[config.mk]
export PLATFORM = sky130hd
export DESIGN_NAME = rggen_native_bus_adapter_flat
export DESIGN_NICKNAME = d
export VERILOG_FILES = /design/src/rtl/rggen_rtl_pkg.sv /design/src/rtl/rggen_native_bus_adapter_if.sv /design/src/rtl/rggen_bus_timeout_counter.sv /design/src/rtl/rggen_native_bus_adapter.sv /design/src/flat_wrapper.sv
export SDC_FILE = /design/constraint.sdc
export NUM_CORES = 1
export LEC_CHECK = 0
export BUFFER_PORTS_ARGS = -buffer_cell sky130_fd_sc_hd__buf_2
export CAP_MARGIN = 15
export CELL_PAD_IN_SITES_DETAIL_PLACEMENT = 2
export CELL_PAD_IN_SITES_GLOBAL_PLACEMENT = 2
export CORE_ASPECT_RATIO = 1.1
export CORE_MARGIN = 2
export CORE_UTILIZATION = 27
export CTS_BUF_LIST = sky130_fd_sc_hd__clkbuf_16
export CTS_CLUSTER_SIZE = 25
export DETAILED_ROUTE_END_ITERATION = 6
export PLACE_DENSITY_LB_ADDON = 0.1
export SLEW_MARGIN = 5
export SYNTH_ARGS = -nofsm -noshare
export SYNTH_HDL_FRONTEND = slang
export SYNTH_SLANG_ARGS = --single-unit
[constraint.sdc]
create_clock -name i_clk -period 3.5 [get_ports i_clk]
set_clock_uncertainty 0.15 [all_clocks]
set_input_delay 0 -clock i_clk [delete_from_list [all_inputs] [get_ports i_clk]]
set_output_delay 0 -clock i_clk [all_outputs]
set_load 0.02 [all_outputs]
[src/rtl/rggen_rtl_pkg.sv]
// -----------------------------------------------------------------------------
// rggen_rtl_pkg
//   Shared types for the native bus adapter and the register blocks behind it.
//   - rggen_status_t    : response status reported back to the host
//   - rggen_access_t    : direction of a register access
//   - rggen_bus_state_t : adapter FSM state
// -----------------------------------------------------------------------------
package rggen_rtl_pkg;

  typedef enum logic [1:0] {
    OKAY         = 2'b00,
    EXOKAY       = 2'b01,
    SLAVE_ERROR  = 2'b10,
    DECODE_ERROR = 2'b11
  } rggen_status_t;

  typedef enum logic {
    RGGEN_READ  = 1'b0,
    RGGEN_WRITE = 1'b1
  } rggen_access_t;

  typedef enum logic [1:0] {
    IDLE    = 2'b00,
    ACCESS  = 2'b01,
    RESPOND = 2'b10
  } rggen_bus_state_t;

endpackage

[src/rtl/rggen_native_bus_adapter_if.sv]
// -----------------------------------------------------------------------------
// rggen_native_bus_adapter_if
//   Bundles the host request/response channels and the flat register bus.
//   - req_*     : host request channel (valid/ready)
//   - rsp_*     : host response channel (valid/ready)
//   - reg_*     : register bus towards the register blocks and their
//                 aggregated match/ready/status/read-data returns
//   Modports:
//   - master : host plus register-block side (drives requests and returns)
//   - slave  : adapter side
// -----------------------------------------------------------------------------
interface rggen_native_bus_adapter_if #(
  parameter int ADDRESS_WIDTH = 8,
  parameter int BUS_WIDTH     = 32
);

  logic                     req_valid;
  logic                     req_ready;
  logic                     req_write;
  logic [ADDRESS_WIDTH-1:0] req_address;
  logic [BUS_WIDTH-1:0]     req_write_data;
  logic [BUS_WIDTH/8-1:0]   req_strobe;

  logic                     rsp_valid;
  logic                     rsp_ready;
  logic [1:0]               rsp_status;
  logic [BUS_WIDTH-1:0]     rsp_read_data;

  logic                     reg_valid;
  logic                     reg_write;
  logic [ADDRESS_WIDTH-1:0] reg_address;
  logic [BUS_WIDTH-1:0]     reg_write_data;
  logic [BUS_WIDTH/8-1:0]   reg_strobe;
  logic                     reg_match;
  logic                     reg_ready;
  logic [1:0]               reg_status;
  logic [BUS_WIDTH-1:0]     reg_read_data;

  modport master (
    output req_valid, req_write, req_address, req_write_data, req_strobe,
    output rsp_ready,
    output reg_match, reg_ready, reg_status, reg_read_data,
    input  req_ready, rsp_valid, rsp_status, rsp_read_data,
    input  reg_valid, reg_write, reg_address, reg_write_data, reg_strobe
  );

  modport slave (
    input  req_valid, req_write, req_address, req_write_data, req_strobe,
    input  rsp_ready,
    input  reg_match, reg_ready, reg_status, reg_read_data,
    output req_ready, rsp_valid, rsp_status, rsp_read_data,
    output reg_valid, reg_write, reg_address, reg_write_data, reg_strobe
  );

endinterface

[src/rtl/rggen_bus_timeout_counter.sv]
// -----------------------------------------------------------------------------
// rggen_bus_timeout_counter
//   Counts wait cycles of one register access and flags when the access has
//   waited TIMEOUT_CYCLES cycles. TIMEOUT_CYCLES = 0 disables the flag.
//   Ports:
//   - i_clk, i_rst : clock, synchronous active-high reset
//   - enable       : count this cycle
//   - clear        : return to zero (wins over enable)
//   - expired      : count has reached TIMEOUT_CYCLES-1
// -----------------------------------------------------------------------------
module rggen_bus_timeout_counter #(
  parameter int TIMEOUT_CYCLES = 64
)(
  input  logic i_clk,
  input  logic i_rst,
  input  logic enable,
  input  logic clear,
  output logic expired
);

  localparam int COUNT_WIDTH =
    (TIMEOUT_CYCLES > 0) ? $clog2(TIMEOUT_CYCLES + 1) : 1;

  logic [COUNT_WIDTH-1:0] count;

  // NOTE: sequential state uses non-blocking assignments so every flop
  // samples pre-edge values regardless of block evaluation order.
  always_ff @(posedge i_clk) begin
    if (i_rst || clear) begin
      count <= '0;
    end else if (enable && (count != '1)) begin
      // Saturate instead of wrapping so a long wait can never look fresh.
      count <= count + 1'b1;
    end
  end

  if (TIMEOUT_CYCLES > 0) begin : g_timeout
    assign expired = (count == COUNT_WIDTH'(TIMEOUT_CYCLES - 1));
  end else begin : g_no_timeout
    assign expired = 1'b0;
  end

endmodule

[src/rtl/rggen_native_bus_adapter.sv]
// -----------------------------------------------------------------------------
// rggen_native_bus_adapter
//   Accepts one host request at a time, drives it onto the flat register bus,
//   resolves the aggregated return (decode error, ready, timeout) and hands a
//   buffered response back to the host.
//   Ports:
//   - i_clk, i_rst : clock, synchronous active-high reset
//   - bus          : host request/response channels and register bus
// -----------------------------------------------------------------------------
module rggen_native_bus_adapter
  import rggen_rtl_pkg::*;
#(
  parameter int                   ADDRESS_WIDTH   = 8,
  parameter int                   BUS_WIDTH       = 32,
  parameter int                   TIMEOUT_CYCLES  = 64,
  parameter logic [BUS_WIDTH-1:0] ERROR_READ_DATA = '0
)(
  input logic                        i_clk,
  input logic                        i_rst,
  rggen_native_bus_adapter_if.slave  bus
);

  localparam int STROBE_WIDTH = BUS_WIDTH / 8;
  localparam int ADDRESS_LSB  = $clog2(STROBE_WIDTH);
  localparam logic [ADDRESS_WIDTH-1:0] ADDRESS_MASK =
    ADDRESS_WIDTH'((1 << ADDRESS_LSB) - 1);

  rggen_bus_state_t         state;
  rggen_bus_state_t         state_next;
  rggen_access_t            access;
  logic [ADDRESS_WIDTH-1:0] address;
  logic [BUS_WIDTH-1:0]     write_data;
  logic [STROBE_WIDTH-1:0]  strobe;
  rggen_status_t            rsp_status;
  logic [BUS_WIDTH-1:0]     rsp_read_data;

  logic                     done;
  rggen_status_t            done_status;
  logic [BUS_WIDTH-1:0]     done_read_data;
  logic                     expired;
  logic                     in_access;
  logic                     req_ready;
  logic                     reg_valid;
  logic                     rsp_valid;

  assign in_access = (state == ACCESS);

  // Resolve the register return for the current ACCESS cycle.
  always_comb begin
    // NOTE: every combinational output gets a default first so no path
    // leaves it unassigned and infers a latch.
    done           = 1'b0;
    done_status    = OKAY;
    done_read_data = '0;
    if (in_access) begin
      if (!bus.reg_match) begin
        // A ready without a match is still a decode error.
        done           = 1'b1;
        done_status    = DECODE_ERROR;
        done_read_data = ERROR_READ_DATA;
      end else if (bus.reg_ready) begin
        done           = 1'b1;
        done_status    = rggen_status_t'(bus.reg_status);
        done_read_data = (access == RGGEN_WRITE) ? '0 : bus.reg_read_data;
      end else if (expired) begin
        done           = 1'b1;
        done_status    = SLAVE_ERROR;
        done_read_data = ERROR_READ_DATA;
      end
    end
  end

  rggen_bus_timeout_counter #(
    .TIMEOUT_CYCLES (TIMEOUT_CYCLES)
  ) u_timeout_counter (
    .i_clk   (i_clk),
    .i_rst   (i_rst),
    .enable  (in_access && !done),
    .clear   (!in_access || done),
    .expired (expired)
  );

  // FSM: state register.
  always_ff @(posedge i_clk) begin
    if (i_rst) begin
      state <= IDLE;
    end else begin
      state <= state_next;
    end
  end

  // FSM: next state.
  always_comb begin
    state_next = state;
    unique case (state)
      IDLE:    if (bus.req_valid) state_next = ACCESS;
      ACCESS:  if (done)          state_next = RESPOND;
      RESPOND: if (bus.rsp_ready) state_next = IDLE;
      default:                    state_next = IDLE;
    endcase
  end

  // FSM: outputs. Handshake flags decode straight from the state, so the
  // response handshake cycle never overlaps a request acceptance.
  always_comb begin
    req_ready = 1'b0;
    reg_valid = 1'b0;
    rsp_valid = 1'b0;
    unique case (state)
      IDLE:    req_ready = 1'b1;
      ACCESS:  reg_valid = 1'b1;
      RESPOND: rsp_valid = 1'b1;
      default: ;
    endcase
  end

  // Request capture and response buffer. Reset discards any pending result.
  always_ff @(posedge i_clk) begin
    if (i_rst) begin
      access        <= RGGEN_READ;
      address       <= '0;
      write_data    <= '0;
      strobe        <= '0;
      rsp_status    <= OKAY;
      rsp_read_data <= '0;
    end else begin
      if ((state == IDLE) && bus.req_valid) begin
        access     <= bus.req_write ? RGGEN_WRITE : RGGEN_READ;
        address    <= bus.req_address & ~ADDRESS_MASK;
        write_data <= bus.req_write_data;
        strobe     <= bus.req_write ? bus.req_strobe : '1;
      end
      if (done) begin
        rsp_status    <= done_status;
        rsp_read_data <= done_read_data;
      end
    end
  end

  assign bus.req_ready      = req_ready;
  assign bus.rsp_valid      = rsp_valid;
  assign bus.rsp_status     = rsp_status;
  assign bus.rsp_read_data  = rsp_read_data;
  assign bus.reg_valid      = reg_valid;
  assign bus.reg_write      = (access == RGGEN_WRITE);
  assign bus.reg_address    = address;
  assign bus.reg_write_data = write_data;
  assign bus.reg_strobe     = strobe;

endmodule

[src/flat_wrapper.sv]
// flat-port wrapper written by rule: the top's interface ports become plain ports
module rggen_native_bus_adapter_flat import rggen_rtl_pkg::*;
#(
  parameter int                   ADDRESS_WIDTH   = 8,
  parameter int                   BUS_WIDTH       = 32,
  parameter int                   TIMEOUT_CYCLES  = 64,
  parameter logic [BUS_WIDTH-1:0] ERROR_READ_DATA = '0
)
  (i_clk, i_rst, bus_req_valid, bus_req_write, bus_req_address, bus_req_write_data, bus_req_strobe, bus_rsp_ready, bus_reg_match, bus_reg_ready, bus_reg_status, bus_reg_read_data, bus_req_ready, bus_rsp_valid, bus_rsp_status, bus_rsp_read_data, bus_reg_valid, bus_reg_write, bus_reg_address, bus_reg_write_data, bus_reg_strobe);
  rggen_native_bus_adapter_if #(.ADDRESS_WIDTH(ADDRESS_WIDTH), .BUS_WIDTH(BUS_WIDTH)) bus_i ();
  input logic i_clk;
  input logic i_rst;
  input wire logic [$bits(bus_i.req_valid)-1:0] bus_req_valid;
  input wire logic [$bits(bus_i.req_write)-1:0] bus_req_write;
  input wire logic [$bits(bus_i.req_address)-1:0] bus_req_address;
  input wire logic [$bits(bus_i.req_write_data)-1:0] bus_req_write_data;
  input wire logic [$bits(bus_i.req_strobe)-1:0] bus_req_strobe;
  input wire logic [$bits(bus_i.rsp_ready)-1:0] bus_rsp_ready;
  input wire logic [$bits(bus_i.reg_match)-1:0] bus_reg_match;
  input wire logic [$bits(bus_i.reg_ready)-1:0] bus_reg_ready;
  input wire logic [$bits(bus_i.reg_status)-1:0] bus_reg_status;
  input wire logic [$bits(bus_i.reg_read_data)-1:0] bus_reg_read_data;
  output wire logic [$bits(bus_i.req_ready)-1:0] bus_req_ready;
  output wire logic [$bits(bus_i.rsp_valid)-1:0] bus_rsp_valid;
  output wire logic [$bits(bus_i.rsp_status)-1:0] bus_rsp_status;
  output wire logic [$bits(bus_i.rsp_read_data)-1:0] bus_rsp_read_data;
  output wire logic [$bits(bus_i.reg_valid)-1:0] bus_reg_valid;
  output wire logic [$bits(bus_i.reg_write)-1:0] bus_reg_write;
  output wire logic [$bits(bus_i.reg_address)-1:0] bus_reg_address;
  output wire logic [$bits(bus_i.reg_write_data)-1:0] bus_reg_write_data;
  output wire logic [$bits(bus_i.reg_strobe)-1:0] bus_reg_strobe;
  assign bus_i.req_valid = bus_req_valid;
  assign bus_i.req_write = bus_req_write;
  assign bus_i.req_address = bus_req_address;
  assign bus_i.req_write_data = bus_req_write_data;
  assign bus_i.req_strobe = bus_req_strobe;
  assign bus_i.rsp_ready = bus_rsp_ready;
  assign bus_i.reg_match = bus_reg_match;
  assign bus_i.reg_ready = bus_reg_ready;
  assign bus_i.reg_status = bus_reg_status;
  assign bus_i.reg_read_data = bus_reg_read_data;
  assign bus_req_ready = bus_i.req_ready;
  assign bus_rsp_valid = bus_i.rsp_valid;
  assign bus_rsp_status = bus_i.rsp_status;
  assign bus_rsp_read_data = bus_i.rsp_read_data;
  assign bus_reg_valid = bus_i.reg_valid;
  assign bus_reg_write = bus_i.reg_write;
  assign bus_reg_address = bus_i.reg_address;
  assign bus_reg_write_data = bus_i.reg_write_data;
  assign bus_reg_strobe = bus_i.reg_strobe;
  rggen_native_bus_adapter #(.ADDRESS_WIDTH(ADDRESS_WIDTH), .BUS_WIDTH(BUS_WIDTH), .TIMEOUT_CYCLES(TIMEOUT_CYCLES), .ERROR_READ_DATA(ERROR_READ_DATA)) u_core (.i_clk(i_clk), .i_rst(i_rst), .bus(bus_i));
endmodule
==> results.sh <==
export IMPL_grt_pass1_vias=3452
export IMPL_power_density_nw_per_um2=464.0
export IMPL_clk_latency_ps=340
export IMPL_rrSetupSlack_ps=1160
export IMPL_wl_mm=11.25
export IMPL_max_cap_viol_count=0
export IMPL_die_area_um2=12470
export IMPL_yosys_area_top_type="dfxtp_1"
export IMPL_crit_arrival_ps=2470
export IMPL_netlist_instances=287
export IMPL_fmax_mhz=427.9
export IMPL_r2r_start="u_core.state[0]"
export IMPL_io_pin_count=167
export IMPL_critical_path_buf_inv_count=2
export IMPL_synth_area_leaders="dfxtp_1, mux2i_1, a22o_1"
export IMPL_tns_ps=0
export IMPL_worstSetupEndpointType="flip-flop"
export IMPL_grt_overflow=0
export IMPL_crit_path_top_delay_cell="buf_4"
export IMPL_path_depth=5
export IMPL_met2_length_mm=5.886
export IMPL_hold_class="in2reg"
export IMPL_place_gp_congestion=0.7353
export IMPL_r2r_end="u_core.bus.reg_strobe[2]"
export IMPL_cts_clk_slew_worst_paths_ps=70
export IMPL_avgSynthCellArea_um2=10.90
export IMPL_ys_flop_type="dfxtp_1"
export IMPL_peakVddDrop_mv=0.2546
export IMPL_core_area_um2=11390
export IMPL_initial_core_util=0.2748
export IMPL_cts_buffer_depth=2
export IMPL_fp_dieW_um=106.6
export IMPL_firstDrtPassIters=4
export IMPL_relSlewSlack=0.3126
export IMPL_p_leak_nw=2.480
export IMPL_ys_ff_latch=86
export IMPL_reg2regPathDepth=5
export IMPL_p_seq_frac=0.438
export IMPL_crit_family="buffers and inverters"
export IMPL_tightestPinTransition_ps=1031
export IMPL_ys_top_cells_by_count="dfxtp_1, nor2_1, mux2i_1, a22o_1"
export IMPL_max_stage_delay_ps=590
export IMPL_io_buffers=162
export IMPL_slew_violations=0
export IMPL_rsz0062_at_grt="no"
export IMPL_routedWlPerCell_um=16.47
export IMPL_drt_iter0_drc=104
export IMPL_htreeDepth=3
export IMPL_cts_sinks=86
export IMPL_grt_pass1_wl_mm=17.87
export IMPL_yosysSeqAreaShare=0.5502
export IMPL_drc_errors=0
export IMPL_cts_resized=0
export IMPL_min_from="bus_reg_ready"
export IMPL_swShare=0.2649
export IMPL_rows=41
export IMPL_hold_viol=0
export IMPL_cp_required_ps=3630
export IMPL_ant_nets=0
export IMPL_drive_above_1_share=0.3546
export IMPL_ys_types=41
export IMPL_crit_fanout=47
export IMPL_cp_cell_sequence="nor3b_2 > buf_4 > nor2_1 > a311oi_1 > dlygate4sd3_1"
export IMPL_period_needed_ps=2337
export IMPL_wl_met1_mm=4.433
export IMPL_status="finished clean"
export IMPL_met3WireLength_um=739
export IMPL_track_usage=0.1812
export IMPL_top_layer="met4"
export IMPL_yosysWarnings=0
export IMPL_power_switching_uw=638.4
export IMPL_diodes=0
export IMPL_grt_antenna_before_repair=0
export IMPL_ctsHoldBuffers=86
export IMPL_synth_edf_count=0
export IMPL_syn2layout_area_growth_pct=66.01
export IMPL_internal_power_mw=1.772
export IMPL_cts_tree="done"
export IMPL_p_total_mw=2.410
export IMPL_cts_buffers_inserted=9
export IMPL_min_period_over_period=0.6678
export IMPL_avgViaCountPerCell=4.558
export IMPL_p_clk_frac=0.401
export IMPL_yosysTopAreaCellShare=0.5502
export IMPL_p_comb_frac=0.162
export IMPL_vias=3113
export IMPL_synth_most_common_cell="dfxtp_1"
export IMPL_setup_viol=0
export IMPL_synth_area_um2=3129
export IMPL_grt_max_degree=51
export IMPL_start_kind="flip-flop"
export IMPL_clock_root_buffer="clkbuf_16"
export IMPL_worstSetupPathType="reg2reg"
export IMPL_hold_depth=4
export IMPL_dieHeight_um=116.9
export IMPL_synth_async_sr_flop_share=0
export IMPL_dp_hpwl_mm=6.644
export IMPL_whs_endpoint="u_core.bus.rsp_status[1]"
export IMPL_post_cts_buffers=0
export IMPL_nNetsFinal=614
[per-stage QoR]
step                instances    util  cell area, um^2  setup WS (ps)  hold WS, ps
global placement          581  0.3543             4035           1285        67.75
finish                    683  0.4562             5195           1163        50.04
detailed placement        581  0.3543             4035           1248        73.95
floorplan                 288       -             3133           1868       -41.04
CTS                       683  0.4562             5195           1127        44.51
global route              683  0.4562             5195          952.8        107.3
[cell usage in the layout (no fill, tap or decap), types with 6 or more instances in the layout]
cell | Yosys | layout
inv_1 | 7 | 7
clkbuf_16 | 0 | 9
buf_2 | 7 | 162
dfxtp_1 | 86 | 86
nand2_1 | 6 | 6
nor2_1 | 47 | 47
mux2i_1 | 39 | 39
a21oi_1 | 6 | 6
a22o_1 | 32 | 32
dlygate4sd3_1 | 0 | 86
[layer usage]
layer,vias to the layer above,GRT usage
met3,14,0.04596
met2,119,0.3355
met5,-,0
li1,1497,-
met4,0,0.07013
met1,1483,0.2000
[registers in the layout, summed over array words and instances (netlist names)]
signal                          cells
u_core.bus.reg_write_data          32
u_core.bus.rsp_read_data           32
u_core.u_timeout_counter.count      7
u_core.bus.reg_address              6
u_core.bus.reg_strobe               4
u_core.bus.rsp_status               2
u_core.state                        2
u_core.bus.reg_write                1
[cell families (layout without fill, tap and decap cells)]
kind of cell    after synthesis  after routing  share of synthesized area
compound gates               56             56                     0.1523
buf+inv                      30            275                    0.05198
mux                          39             39                     0.1247
simple gates                 74             74                     0.1156
other cells                   1              2                   0.001198
flops                        86             86                     0.5502
fa+ha+maj                     1              1                   0.003998
[worst max path at each step]
| stage | startpoint | end | slack (ps) |
|---|---|---|---|
| final | u_core.state[0] | u_core.bus.reg_strobe[2] | 1160 |
| after global routing | u_core.state[0] | u_core.bus.reg_strobe[2] | 950 |
| after CTS | u_core.state[0] | u_core.bus.reg_strobe[1] | 1130 |
| after detailed placement | u_core.u_timeout_counter.count[0] | u_core.bus.rsp_read_data[28] | 1250 |
| after global placement | u_core.u_timeout_counter.count[0] | u_core.bus.rsp_read_data[24] | 1290 |
| after floorplan | u_core.u_timeout_counter.count[0] | u_core.bus.rsp_read_data[0] | 1870 |
[worst reg2reg max path: stages (launching register included)]
cell and delay (ps):
dfxtp_1 380, nor3b_2 180, buf_4 590, nor2_1 130, a311oi_1 270, dlygate4sd3_1 580
[power groups by stage]
stage	registers, mW	logic [mW]	clock network, mW
after CTS	1.05	0.389	1.00
final	1.05	0.390	0.966
after global placement	1.07	0.303	0
after detailed placement	1.07	0.308	0
after floorplan	1.13	0.133	0
after global routing	1.06	0.426	1.04
[final cells by class]
| class | instances | area [um^2] |
|---|---|---|
| fillers | 1237 | 6193 |
| clock inverters | 7 | 73.82 |
| flip-flops and latches | 86 | 1722 |
| inverters | 8 | 30.03 |
| multi-input cells | 172 | 1262 |
| repair buffers | 251 | 1694 |
| clock buffers | 9 | 225.2 |
| well taps | 150 | 187.7 |
Note: power is estimated with default switching activity, not from simulation.
